$ cat config.mk
export PLATFORM = sky130hd
export DESIGN_NAME = matrix_result_sender_flat
export DESIGN_NICKNAME = d
export VERILOG_FILES = /design/src/rtl/matrix_result_sender_pkg.sv /design/src/rtl/matrix_result_sender_if.sv /design/src/rtl/matrix_result_sender_tx_byte_issuer.sv /design/src/rtl/matrix_result_sender.sv /design/src/flat_wrapper.sv
export SDC_FILE = /design/constraint.sdc
export NUM_CORES = 1
export LEC_CHECK = 0
export ABC_AREA = 1
export CAP_MARGIN = 20
export CORE_ASPECT_RATIO = 2
export CORE_UTILIZATION = 51
export DETAILED_ROUTE_END_ITERATION = 7
export PLACE_DENSITY = 0.76
export SLEW_MARGIN = 10
export SYNTH_ARGS = -nofsm -noshare
export SYNTH_HDL_FRONTEND = slang
export SYNTH_SLANG_ARGS = --single-unit
$ cat constraint.sdc
create_clock -name clk -period 1.9 [get_ports clk]
set_input_delay 0.38 -clock clk [delete_from_list [all_inputs] [get_ports clk]]
set_output_delay 0.38 -clock clk [all_outputs]
set_load 0.005 [all_outputs]
$ cat src/rtl/matrix_result_sender_pkg.sv
// rtl/matrix_result_sender_pkg.sv - shared constants and state encodings for the result sender
//
// Purpose: frame header, default geometry and FSM state encodings shared by
//          the result sender top, its byte issuer and the bus interface.
// Ports:   none (package).
package matrix_pkg;

  localparam logic [7:0] FRAME_HDR = 8'hA5;

  localparam int DEF_MAX_M  = 4;
  localparam int DEF_MAX_P  = 4;
  localparam int DEF_DATA_W = 16;

  // Framing FSM states.
  typedef logic [3:0] state_t;
  localparam state_t ST_IDLE  = 4'd0;
  localparam state_t ST_HDR   = 4'd1;
  localparam state_t ST_DIM_M = 4'd2;
  localparam state_t ST_DIM_P = 4'd3;
  localparam state_t ST_FETCH = 4'd4;
  localparam state_t ST_CAPT  = 4'd5;
  localparam state_t ST_BYTE  = 4'd6;
  localparam state_t ST_CHK   = 4'd7;
  localparam state_t ST_DONE  = 4'd8;

  // Per-byte transmit handshake states.
  typedef logic [1:0] tx_state_t;
  localparam tx_state_t TX_LOAD  = 2'd0;
  localparam tx_state_t TX_ISSUE = 2'd1;
  localparam tx_state_t TX_GUARD = 2'd2;
  localparam tx_state_t TX_DRAIN = 2'd3;

endpackage

$ cat src/rtl/matrix_result_sender_if.sv
// rtl/matrix_result_sender_if.sv - result-memory read port and uartTX byte port bundle
//
// Purpose: groups the result-memory read port and the uartTX byte port.
// Signals: rd_en/rd_addr -> memory, rd_data <- memory (1-cycle latency);
//          tx_data/tx_start -> uartTX, tx_busy <- uartTX.
// Modports: master = result sender side, slave = memory + uartTX side.
interface matrix_result_sender_if
  import matrix_pkg::*;
#(
  parameter int ADDR_W = $clog2(DEF_MAX_M * DEF_MAX_P),
  parameter int DATA_W = DEF_DATA_W
);
  logic              rd_en;
  logic [ADDR_W-1:0] rd_addr;
  logic [DATA_W-1:0] rd_data;
  logic [7:0]        tx_data;
  logic              tx_start;
  logic              tx_busy;

  modport master (output rd_en, rd_addr, tx_data, tx_start, input rd_data, tx_busy);
  modport slave  (input rd_en, rd_addr, tx_data, tx_start, output rd_data, tx_busy);
endinterface

$ cat src/rtl/matrix_result_sender_tx_byte_issuer.sv
// rtl/matrix_result_sender_tx_byte_issuer.sv - one-byte LOAD/ISSUE/GUARD/DRAIN handshake to uartTX
//
// Purpose: hands a single byte to uartTX with exactly one tx_start per byte.
// Ports:   clk, rst_n       clock, synchronous active-low reset
//          byte_valid/in    byte offered by the framer (sampled in LOAD)
//          byte_ack         1-cycle pulse when uartTX has finished the byte
//          tx_data/tx_start byte and start pulse to uartTX
//          tx_busy          uartTX busy
module tx_byte_issuer
  import matrix_pkg::*;
(
  input  logic       clk,
  input  logic       rst_n,
  input  logic       byte_valid,
  input  logic [7:0] byte_in,
  output logic       byte_ack,
  output logic [7:0] tx_data,
  output logic       tx_start,
  input  logic       tx_busy
);

  tx_state_t st;

  always_ff @(posedge clk) begin
    if (!rst_n) begin
      st      <= TX_LOAD;
      tx_data <= 8'h00;
    end else begin
      case (st)
        // tx_data is only written here, so it stays put until DRAIN exits.
        TX_LOAD:  if (byte_valid) begin
                    tx_data <= byte_in;
                    st      <= TX_ISSUE;
                  end
        TX_ISSUE: if (!tx_busy) st <= TX_GUARD;
        // uartTX raises busy one cycle after it samples tx_start; skip that cycle.
        TX_GUARD: st <= TX_DRAIN;
        TX_DRAIN: if (!tx_busy) st <= TX_LOAD;
        default:  st <= TX_LOAD;
      endcase
    end
  end

  assign tx_start = (st == TX_ISSUE) && !tx_busy;
  assign byte_ack = (st == TX_DRAIN) && !tx_busy;

endmodule

$ cat src/rtl/matrix_result_sender.sv
// rtl/matrix_result_sender.sv - frames product matrix C and streams it to uartTX
//
// Purpose: sends 0xA5, M, P, C row-major (DATA_W/8 bytes each, MSB first)
//          and an XOR checksum over M..last data byte.
// Ports:   clk, rst_n    clock, synchronous active-low reset
//          start         request; m_dim/p_dim sampled with it when idle
//          busy          high from accepted start until done
//          done          1-cycle pulse after the checksum byte completes
//          err           1-cycle pulse on a start with out-of-range dims
//          bus           result-memory read port and uartTX byte port
module matrix_result_sender
  import matrix_pkg::*;
#(
  parameter int MAX_M  = DEF_MAX_M,
  parameter int MAX_P  = DEF_MAX_P,
  parameter int DATA_W = DEF_DATA_W,
  parameter int ADDR_W = $clog2(MAX_M * MAX_P)
) (
  input  logic       clk,
  input  logic       rst_n,
  input  logic       start,
  input  logic [7:0] m_dim,
  input  logic [7:0] p_dim,
  output logic       busy,
  output logic       done,
  output logic       err,
  matrix_result_sender_if.master bus
);

  localparam int         NB     = DATA_W / 8;
  localparam logic [7:0] MAX_M8 = 8'(MAX_M);
  localparam logic [7:0] MAX_P8 = 8'(MAX_P);
  localparam logic [7:0] LAST_B = 8'(NB - 1);

  state_t            state;
  logic [7:0]        m_lat, p_lat, row, col, byte_idx, chk;
  logic [DATA_W-1:0] sreg;
  logic              byte_valid, byte_ack;
  logic [7:0]        byte_in;
  logic              dims_ok, last_col, last_elem;

  assign dims_ok   = (m_dim != 8'd0) && (m_dim <= MAX_M8) &&
                     (p_dim != 8'd0) && (p_dim <= MAX_P8);
  assign last_col  = (col == p_lat - 8'd1);
  assign last_elem = last_col && (row == m_lat - 8'd1);

  assign busy       = (state != ST_IDLE) && (state != ST_DONE);
  assign done       = (state == ST_DONE);
  assign bus.rd_en  = (state == ST_FETCH);
  assign bus.rd_addr = ADDR_W'(int'(row) * MAX_P + int'(col));

  assign byte_valid = (state == ST_HDR) || (state == ST_DIM_M) || (state == ST_DIM_P) ||
                      (state == ST_BYTE) || (state == ST_CHK);

  // The element shifts left after each byte, so the current byte is always on top.
  always_comb begin
    byte_in = FRAME_HDR;
    case (state)
      ST_DIM_M: byte_in = m_lat;
      ST_DIM_P: byte_in = p_lat;
      ST_BYTE:  byte_in = sreg[DATA_W-1 -: 8];
      ST_CHK:   byte_in = chk;
      default:  byte_in = FRAME_HDR;
    endcase
  end

  always_ff @(posedge clk) begin
    if (!rst_n) begin
      state    <= ST_IDLE;
      m_lat    <= 8'd0;
      p_lat    <= 8'd0;
      row      <= 8'd0;
      col      <= 8'd0;
      byte_idx <= 8'd0;
      chk      <= 8'd0;
      sreg     <= '0;
      err      <= 1'b0;
    end else begin
      err <= 1'b0;
      case (state)
        ST_IDLE: if (start) begin
                   if (dims_ok) begin
                     m_lat <= m_dim;
                     p_lat <= p_dim;
                     row   <= 8'd0;
                     col   <= 8'd0;
                     chk   <= 8'd0;
                     state <= ST_HDR;
                   end else begin
                     err <= 1'b1;
                   end
                 end
        ST_HDR:   if (byte_ack) state <= ST_DIM_M;
        ST_DIM_M: if (byte_ack) begin
                    chk   <= chk ^ m_lat;
                    state <= ST_DIM_P;
                  end
        ST_DIM_P: if (byte_ack) begin
                    chk   <= chk ^ p_lat;
                    state <= ST_FETCH;
                  end
        ST_FETCH: state <= ST_CAPT;
        ST_CAPT: begin
                   sreg     <= bus.rd_data;
                   byte_idx <= 8'd0;
                   state    <= ST_BYTE;
                 end
        ST_BYTE: if (byte_ack) begin
                   chk  <= chk ^ sreg[DATA_W-1 -: 8];
                   sreg <= sreg << 8;
                   if (byte_idx == LAST_B) begin
                     if (last_elem) begin
                       state <= ST_CHK;
                     end else begin
                       state <= ST_FETCH;
                       if (last_col) begin
                         col <= 8'd0;
                         row <= row + 8'd1;
                       end else begin
                         col <= col + 8'd1;
                       end
                     end
                   end else begin
                     byte_idx <= byte_idx + 8'd1;
                   end
                 end
        ST_CHK:  if (byte_ack) state <= ST_DONE;
        ST_DONE: state <= ST_IDLE;
        default: state <= ST_IDLE;
      endcase
    end
  end

  tx_byte_issuer u_issuer (
    .clk        (clk),
    .rst_n      (rst_n),
    .byte_valid (byte_valid),
    .byte_in    (byte_in),
    .byte_ack   (byte_ack),
    .tx_data    (bus.tx_data),
    .tx_start   (bus.tx_start),
    .tx_busy    (bus.tx_busy)
  );

endmodule

$ cat src/flat_wrapper.sv
// flat-port wrapper written by rule: the top's interface ports become plain ports
module matrix_result_sender_flat import matrix_pkg::*;
#(
  parameter int MAX_M  = DEF_MAX_M,
  parameter int MAX_P  = DEF_MAX_P,
  parameter int DATA_W = DEF_DATA_W,
  parameter int ADDR_W = $clog2(MAX_M * MAX_P)
)
  (clk, rst_n, start, m_dim, p_dim, busy, done, err, bus_rd_en, bus_rd_addr, bus_tx_data, bus_tx_start, bus_rd_data, bus_tx_busy);
  matrix_result_sender_if #(.ADDR_W(ADDR_W), .DATA_W(DATA_W)) bus_i ();
  input  logic clk;
  input  logic rst_n;
  input  logic start;
  input  logic [7:0] m_dim;
  input  logic [7:0] p_dim;
  output logic busy;
  output logic done;
  output logic err;
  output wire logic [$bits(bus_i.rd_en)-1:0] bus_rd_en;
  output wire logic [$bits(bus_i.rd_addr)-1:0] bus_rd_addr;
  output wire logic [$bits(bus_i.tx_data)-1:0] bus_tx_data;
  output wire logic [$bits(bus_i.tx_start)-1:0] bus_tx_start;
  input wire logic [$bits(bus_i.rd_data)-1:0] bus_rd_data;
  input wire logic [$bits(bus_i.tx_busy)-1:0] bus_tx_busy;
  assign bus_rd_en = bus_i.rd_en;
  assign bus_rd_addr = bus_i.rd_addr;
  assign bus_tx_data = bus_i.tx_data;
  assign bus_tx_start = bus_i.tx_start;
  assign bus_i.rd_data = bus_rd_data;
  assign bus_i.tx_busy = bus_tx_busy;
  matrix_result_sender #(.MAX_M(MAX_M), .MAX_P(MAX_P), .DATA_W(DATA_W), .ADDR_W(ADDR_W)) u_core (.clk(clk), .rst_n(rst_n), .start(start), .m_dim(m_dim), .p_dim(p_dim), .busy(busy), .done(done), .err(err), .bus(bus_i));
endmodule
==> out/metrics.yaml, run 1 <==
sta:
  max_clock_freq_mhz: 498
  slew_headroom_pct: 72.7
  worst_slew_pin_slew_ps: 408
  hold_violations: 0
  finalWorstSetupSlack_ps: -108
  min_period_ps: 2010
  skew_ps: 6.03
  rsz0062_at_grt: "yes"
  finalSetupTns_ps: -1080
  setup_viol: 19
  slew_violations: 0
  fin_crit_sh_pct: 106
synth:
  yosys-top-cells-count: "nand2_1 (178), inv_1 (89), dfxtp_1 (79)"
  ys_types: 38
  synth_cells: 698
  synth_edf_count: 0
  ys_async_sr_fraction_pct: 0
  synth.most_common_cell: "nand2_1"
  yosys_warnings: 0
  avgSynthCellArea_um2: 6.68
  synth.net_count: 745
  synth_area_leaders: "dfxtp_1 (34%), nand2_1 (14%), inv_1 (7.2%)"
  synth_top_area_cell: "dfxtp_1"
  synth_top_area_share_pct: 33.9
  seq_area_frac_synth_pct: 33.9
  synth_ff_type: "dfxtp_1"
  synth.cell_area_um2: 4660
  synth-seq-cells: 79
power_and_ir_drop:
  p_int_uw: 3020
  combinationalPowerShare_pct: 9.4
  p_leak_uw: 0.00284
  power_frac_clock_pct: 47.5
  peakVddDrop_mv: 0.698
  seq_power_share_pct: 43.1
  power_per_cell_area_nw_per_um2: 611
  swShare_pct: 23.5
  switching_power_uw: 932
grt:
  antenna_found_initial: 0
  grt.overflow.total: 0
  grt_pass1_vias: 5277
  grt_util_all_layers_pct: 30.4
  grt_first_pass_wirelength_um: 23000
  grt_start_max_net_pins: 39
floorplan:
  die_area_um2: 9560
  dieHeight_um: 137
  core_area_um2: 8950
  ios: 53
  initial_core_util_pct: 52.1
  core.rowCount: 49
  die_x_um: 69.6
clock_network:
  root_buffer: "clkbuf_16"
  clock-sinks: 79
  clk_path_buf_depth: 2
  clkSlewWorstSetupHoldPaths_ps: 60
  cts_inserted_buffers: 9
  htree_levels: 3
  cts_tree: "built"
  hold_buffers: 0
  clock_latency_ps: 350
finish:
  nNetsFinal: 871
  fillers: 697
  multi_input_area_um2: 2900
  syn2layout_area_growth_pct: 38.8
  seq_area_um2: 1590
  finalInstanceArea_um2: 6470
  diodes: 0
  drive_above_1_share_pct: 22.8
drt:
  ant_nets: 0
  drt-initial-drc-count: 358
  routedWlPerCell_um: 15.4
  first_pass_iters: 5
  route.detailed.drc: 0
  via_count: 5178
  wirelength_um: 14300
  viasPerCell: 5.56
critical_path:
  worst-setup-path-type: "flop to flop"
  r2r-start: "u_core.state[1]$_SDFFE_PN0P_"
  crit_fanout: 5
  crit_start: "u_core.state[1]$_SDFFE_PN0P_"
  reg2reg_depth: 11
  critPathBufInv: 1
  required_ps: 2180
  crit_chain: "nand2_2, nor2_4, nand3_1, nor2_1, nand3_1, nor2_4, nand3_4, buf_6, nand3_2, nand2_2, a21oi_2"
  cp_slowest_cell: "dfxtp_2"
  crit_end: "u_core.state[1]$_SDFFE_PN0P_"
  crit_cells: 11
  r2r_setup_slack_ps: -110
  cpPeakStageDelay_ps: 430
  cp_top_family: "simple AND/OR/NAND/NOR gates"
  reg2reg_to: "u_core.state[1]$_SDFFE_PN0P_"
  crit_path_end_kind: "flop"
  start_kind: "flop"
  cp.arrival_ps: 2290
placement:
  dpl_cell_area_um2: 5770
  port-buffer-count: 52
  gp_congestion: 0.942
  hpwl_um: 10400
  dp_slack_ps: -367
outcome:
  run_status: "complete, but fails checks"
  violations: "negative setup slack"
hold_path:
  worstHoldPathType: "flop to flop"
  hold_depth: 2
job:
  maxCapViolations: 0
## cells in the final DEF (no fill, tap or decap), types with 4 or more instances in the layout
cell	synthesis	routed
or2_2	4	4
nand2_1	178	164
nand2_2	3	14
a211oi_1	6	6
nand4_1	12	12
nor2_1	72	63
a21oi_1	47	44
clkbuf_16	0	9
nand3_1	62	51
nand2_4	2	6
dfxtp_2	0	10
dfxtp_1	79	69
dlygate4sd2_1	0	4
xor2_1	22	22
ha_1	11	9
inv_2	4	9
o21ai_0	33	26
buf_4	3	71
o21ai_1	2	7
o22ai_1	4	4
clkdlybuf4s50_1	0	46
xnor2_1	7	6
buf_6	3	5
a31oi_1	10	10
nor2_2	6	9
nor2_4	4	11
nand3_2	0	8
nand3_4	2	7
inv_4	2	4
inv_1	89	82
## cell families (layout without fill, tap and decap cells)
group,after synthesis,count (layout),share of synthesized area (%)
xor gates and xnor gates,30,30,5.93
adders and majority gates,11,11,2.95
buffers and inverters,115,242,10.2
DFF,79,79,33.9
and+or+nand+nor,354,358,34.0
AOI/OAI and AO/OA,109,109,13.1
## routing by layer
metal,up-vias,wire [um],GRT usage [%]
met5,-,0,0
li1,2519,-,-
met3,62,538,4.39
met4,0,915,22.3
met1,2433,4870,26.6
met2,164,8020,61.0
## per-stage QoR
stage | power, uW | hold slack (ps) | util [%] | std cells
floorplan | 1910 | 456 | - | 698
global placement | 2080 | 458 | 64.4 | 904
detailed placement | 2100 | 464 | 64.4 | 904
CTS | 3950 | 472 | 69.8 | 928
global route | 4070 | 496 | 72.3 | 931
finish | 3960 | 467 | 72.3 | 931
## area by class of cell
class	instances	share of cell area (%)
Clock buffer	9	3.48
Clock inverter	7	1.49
Multi-Input combinational cell	508	44.8
Sequential cell	79	24.6
Inverter	95	5.66
Timing Repair Buffer	131	18.0
Tap cell	102	1.97
## worst min-delay path by stage
stage                                                  from  slack [ps]                                       to
floorplan                   u_core.byte_idx[4]$_SDFFE_PN0P_         460          u_core.byte_idx[4]$_SDFFE_PN0P_
global placement    u_core.u_issuer.tx_data[4]$_SDFFE_PN0P_         460  u_core.u_issuer.tx_data[4]$_SDFFE_PN0P_
detailed placement  u_core.u_issuer.tx_data[6]$_SDFFE_PN0P_         460  u_core.u_issuer.tx_data[6]$_SDFFE_PN0P_
CTS                 u_core.u_issuer.tx_data[6]$_SDFFE_PN0P_         470  u_core.u_issuer.tx_data[6]$_SDFFE_PN0P_
global route                    u_core.sreg[5]$_SDFFE_PN0P_         500              u_core.sreg[5]$_SDFFE_PN0P_
finish              u_core.u_issuer.tx_data[6]$_SDFFE_PN0P_         470  u_core.u_issuer.tx_data[6]$_SDFFE_PN0P_
## registers in the layout (all words and copies together) (netlist names)
| register | flops |
|---|---|
| u_core.row | 8 |
| u_core.sreg | 16 |
| u_core.byte_idx | 8 |
| u_core.u_issuer.tx_data | 8 |
| u_core.u_issuer.st | 2 |
| u_core.m_lat | 8 |
| u_core.state | 4 |
| u_core.chk | 8 |
| u_core.p_lat | 8 |
| u_core.err | 1 |
| u_core.col | 8 |
## timing repair
action                     4_1_cts  5_1_grt
setup endpoints to repair       37       49
gates resized for setup         37       60
buffers inserted                 4        3
pin swaps                       11       28
cloned                           4        0
## worst register-to-register path, stage by stage (launching register included)
cell	delay (ps)
dfxtp_2	430
nand2_2	120
nor2_4	230
nand3_1	110
nor2_1	130
nand3_1	140
nor2_4	210
nand3_4	170
buf_6	180
nand3_2	60
nand2_2	50
a21oi_2	110
## power groups by stage
| stage | clock network, uW | registers (uW) | logic, uW |
|---|---|---|---|
| after floorplan | 0 | 1740 | 177 |
| after global placement | 0 | 1740 | 343 |
| after detailed placement | 0 | 1740 | 358 |
| after CTS | 1890 | 1700 | 366 |
| after global routing | 1940 | 1710 | 419 |
| final | 1880 | 1710 | 373 |
(Power assumes the default switching activity.)
==> inputs of run 2 (changes only) <==
--- a/config.mk
+++ b/config.mk
@@ -10,7 +10,7 @@
 export CORE_ASPECT_RATIO = 2
 export CORE_UTILIZATION = 51
 export DETAILED_ROUTE_END_ITERATION = 7
-export PLACE_DENSITY = 0.76
+export PLACE_DENSITY = 0.74
 export SLEW_MARGIN = 10
 export SYNTH_ARGS = -nofsm -noshare
 export SYNTH_HDL_FRONTEND = slang
==> run 2 against run 1 <==
  * The flow still finishes with violations (negative setup slack)
  * Clock power is 9% higher
  * Wire length up 1.5%
  * Clock skew fell by 1.6 ps
  * Via count rose by 0.25%
  * Sequential share of layout area shrank 0.45 points
  * Fmax is 3.3% lower
  * First-iteration DRC count is 27% lower
  * Sequential cell count did not move
  * Hold slack gained 2.4 ps
  * Global-route usage is 1.0 points lower
  * Largest cell class unchanged
==> out/metrics.yaml, run 2 (synthesis gave the netlist of run 1 again) <==
power_and_ir_drop:
  power_frac_clock_pct: 49.2
  combinationalPowerShare_pct: 10.0
  power_per_cell_area_nw_per_um2: 630
  p_leak_uw: 0.00289
  switching_power_uw: 955
  p_int_uw: 3220
  seq_power_share_pct: 40.9
  power_uw: 4180
  swShare_pct: 22.9
  peakVddDrop_mv: 0.614
drt:
  viasPerCell: 5.52
  routedWlPerCell_um: 15.5
  wirelength_um: 14500
  route.detailed.drc: 0
  ant_nets: 0
  drt-initial-drc-count: 262
  first_pass_iters: 5
  via_count: 5191
critical_path:
  reg2reg_to: "u_core.state[0]$_SDFFE_PN0P_"
  reg2reg_depth: 15
  r2r-start: "u_core.state[1]$_SDFFE_PN0P_"
  crit_path_end_kind: "flop"
  crit_end: "u_core.state[0]$_SDFFE_PN0P_"
  r2r_setup_slack_ps: -180
  required_ps: 2120
  start_kind: "flop"
  cp.arrival_ps: 2300
  worst-setup-path-type: "flop to flop"
  crit_fanout: 4
  crit_start: "u_core.state[1]$_SDFFE_PN0P_"
floorplan:
  core.rowCount: 49
  core_area_um2: 8950
  die_x_um: 69.6
  dieHeight_um: 137
  die_area_um2: 9560
  initial_core_util_pct: 52.1
  ios: 53
sta:
  finalWorstSetupSlack_ps: -177
  fin_crit_sh_pct: 109
  min_period_ps: 2080
  worst_slew_pin_slew_ps: 385
  rsz0062_at_grt: "yes"
  max_clock_freq_mhz: 482
  hold_violations: 0
  slew_violations: 0
  slew_headroom_pct: 74.2
  hold-worst-slack_ps: 469
  skew_ps: 4.44
  setup_viol: 19
finish:
  diodes: 0
  final_cell_mix: "nand2_1 (160), inv_1 (77), buf_4 (77), dfxtp_1 (68), nor2_1 (63)"
  final_common_cell: "nand2_1"
  drive_above_1_share_pct: 25.5
  nNetsFinal: 880
  top_register: "u_core.sreg"
  largest_reg_flops: 16
  syn2layout_area_growth_pct: 42.2
outcome:
  violations: "negative setup slack"
  run_status: "complete, but fails checks"
clock_network:
  cts_inserted_buffers: 9
  clkSlewWorstSetupHoldPaths_ps: 60
  clock_latency_ps: 340
  clock-sinks: 79
  htree_levels: 3
  clk_path_buf_depth: 2
  cts_tree: "built"
  root_buffer: "clkbuf_16"
  hold_buffers: 0
hold_path:
  hold_depth: 2
  worstHoldPathType: "flop to flop"
grt:
  antenna_found_initial: 0
  grt_pass1_vias: 5067
  grt_start_max_net_pins: 22
  grt.overflow.total: 0
  grt_util_all_layers_pct: 29.4
  grt_first_pass_wirelength_um: 22100
placement:
  port-buffer-count: 52
  hpwl_um: 9990
  gp_congestion: 0.883
job:
  maxCapViolations: 0
## run 2: cell count changes in the layout (fill, tap and decap cells not counted), moves of 3 or more
cell	previous run	this run
buf_4	71	77
inv_1	82	77
nand2_1	164	160
a21oi_1	44	41
dfxtp_4	0	3
inv_2	9	12
nand2_4	6	9
nand3_1	51	54
nand3_4	7	4
o21ai_1	7	4
## run 2: metal layers
metal,vias to the layer above,global-route usage [%],routed length [um]
met2,146,57.7,8090
met4,0,17.3,658
li1,2524,-,-
met3,52,4.61,528
met5,-,0,0
met1,2469,28.2,5270
## run 2: what timing repair did
action	4_1_cts	5_1_grt
cloned	3	2
buffers inserted	16	4
endpoints found under the setup margin	36	43
gates resized for setup	44	73
pin swaps	22	25
## run 2: power by group through the flow
stage               clock, uW  sequential (uW)  combinational, uW
finish                   2050             1710                416
global route             2120             1710                453
CTS                      2060             1710                397
detailed placement          0             1740                390
global placement            0             1740                365
floorplan                   0             1740                177
## run 2: worst min path at each step
| stage | from | endpoint | slack [ps] |
|---|---|---|---|
| final | u_core.u_issuer.tx_data[4]$_SDFFE_PN0P_ | u_core.u_issuer.tx_data[4]$_SDFFE_PN0P_ | 470 |
| after global routing | u_core.u_issuer.tx_data[4]$_SDFFE_PN0P_ | u_core.u_issuer.tx_data[4]$_SDFFE_PN0P_ | 490 |
| after detailed placement | u_core.u_issuer.tx_data[4]$_SDFFE_PN0P_ | u_core.u_issuer.tx_data[4]$_SDFFE_PN0P_ | 460 |
| after CTS | u_core.u_issuer.tx_data[4]$_SDFFE_PN0P_ | u_core.u_issuer.tx_data[4]$_SDFFE_PN0P_ | 470 |
| after floorplan | u_core.byte_idx[4]$_SDFFE_PN0P_ | u_core.byte_idx[4]$_SDFFE_PN0P_ | 460 |
| after global placement | u_core.u_issuer.tx_data[4]$_SDFFE_PN0P_ | u_core.u_issuer.tx_data[4]$_SDFFE_PN0P_ | 460 |
## run 2: area by class of cell
type	count	area (um^2)
Inverter	95	372
Timing Repair Buffer	139	1230
Sequential cell	79	1600
Multi-Input combinational cell	508	2930
Fill cell	704	2320
Tap cell	102	128
Clock buffer	10	239
Timing Repair inverter	1	7.51
Clock inverter	6	116
## run 2: worst max-delay path: stages, from the launching register on
cell and delay [ps]:
dfxtp_4 390, nor2_4 50, buf_4 130, buf_4 130, buf_4 120, buf_4 120
buf_4 120, buf_4 120, buf_4 120, buf_4 120, buf_4 120, buf_4 140
a21oi_4 110, nand2_1 70, nand2_1 60, a21oi_1 60
## run 2: metrics by stage
stage / setup TNS (ps) / area (um^2) / cells / util, % / setup WS (ps)
floorplan: 0 / 4660 / 698 / - / 17.8
global placement: -8810 / 5740 / 900 / 64.1 / -300
detailed placement: -10760 / 5740 / 900 / 64.1 / -349
CTS: -1930 / 6360 / 935 / 71.1 / -147
global route: -3870 / 6630 / 940 / 74.1 / -240
finish: -1650 / 6630 / 940 / 74.1 / -177
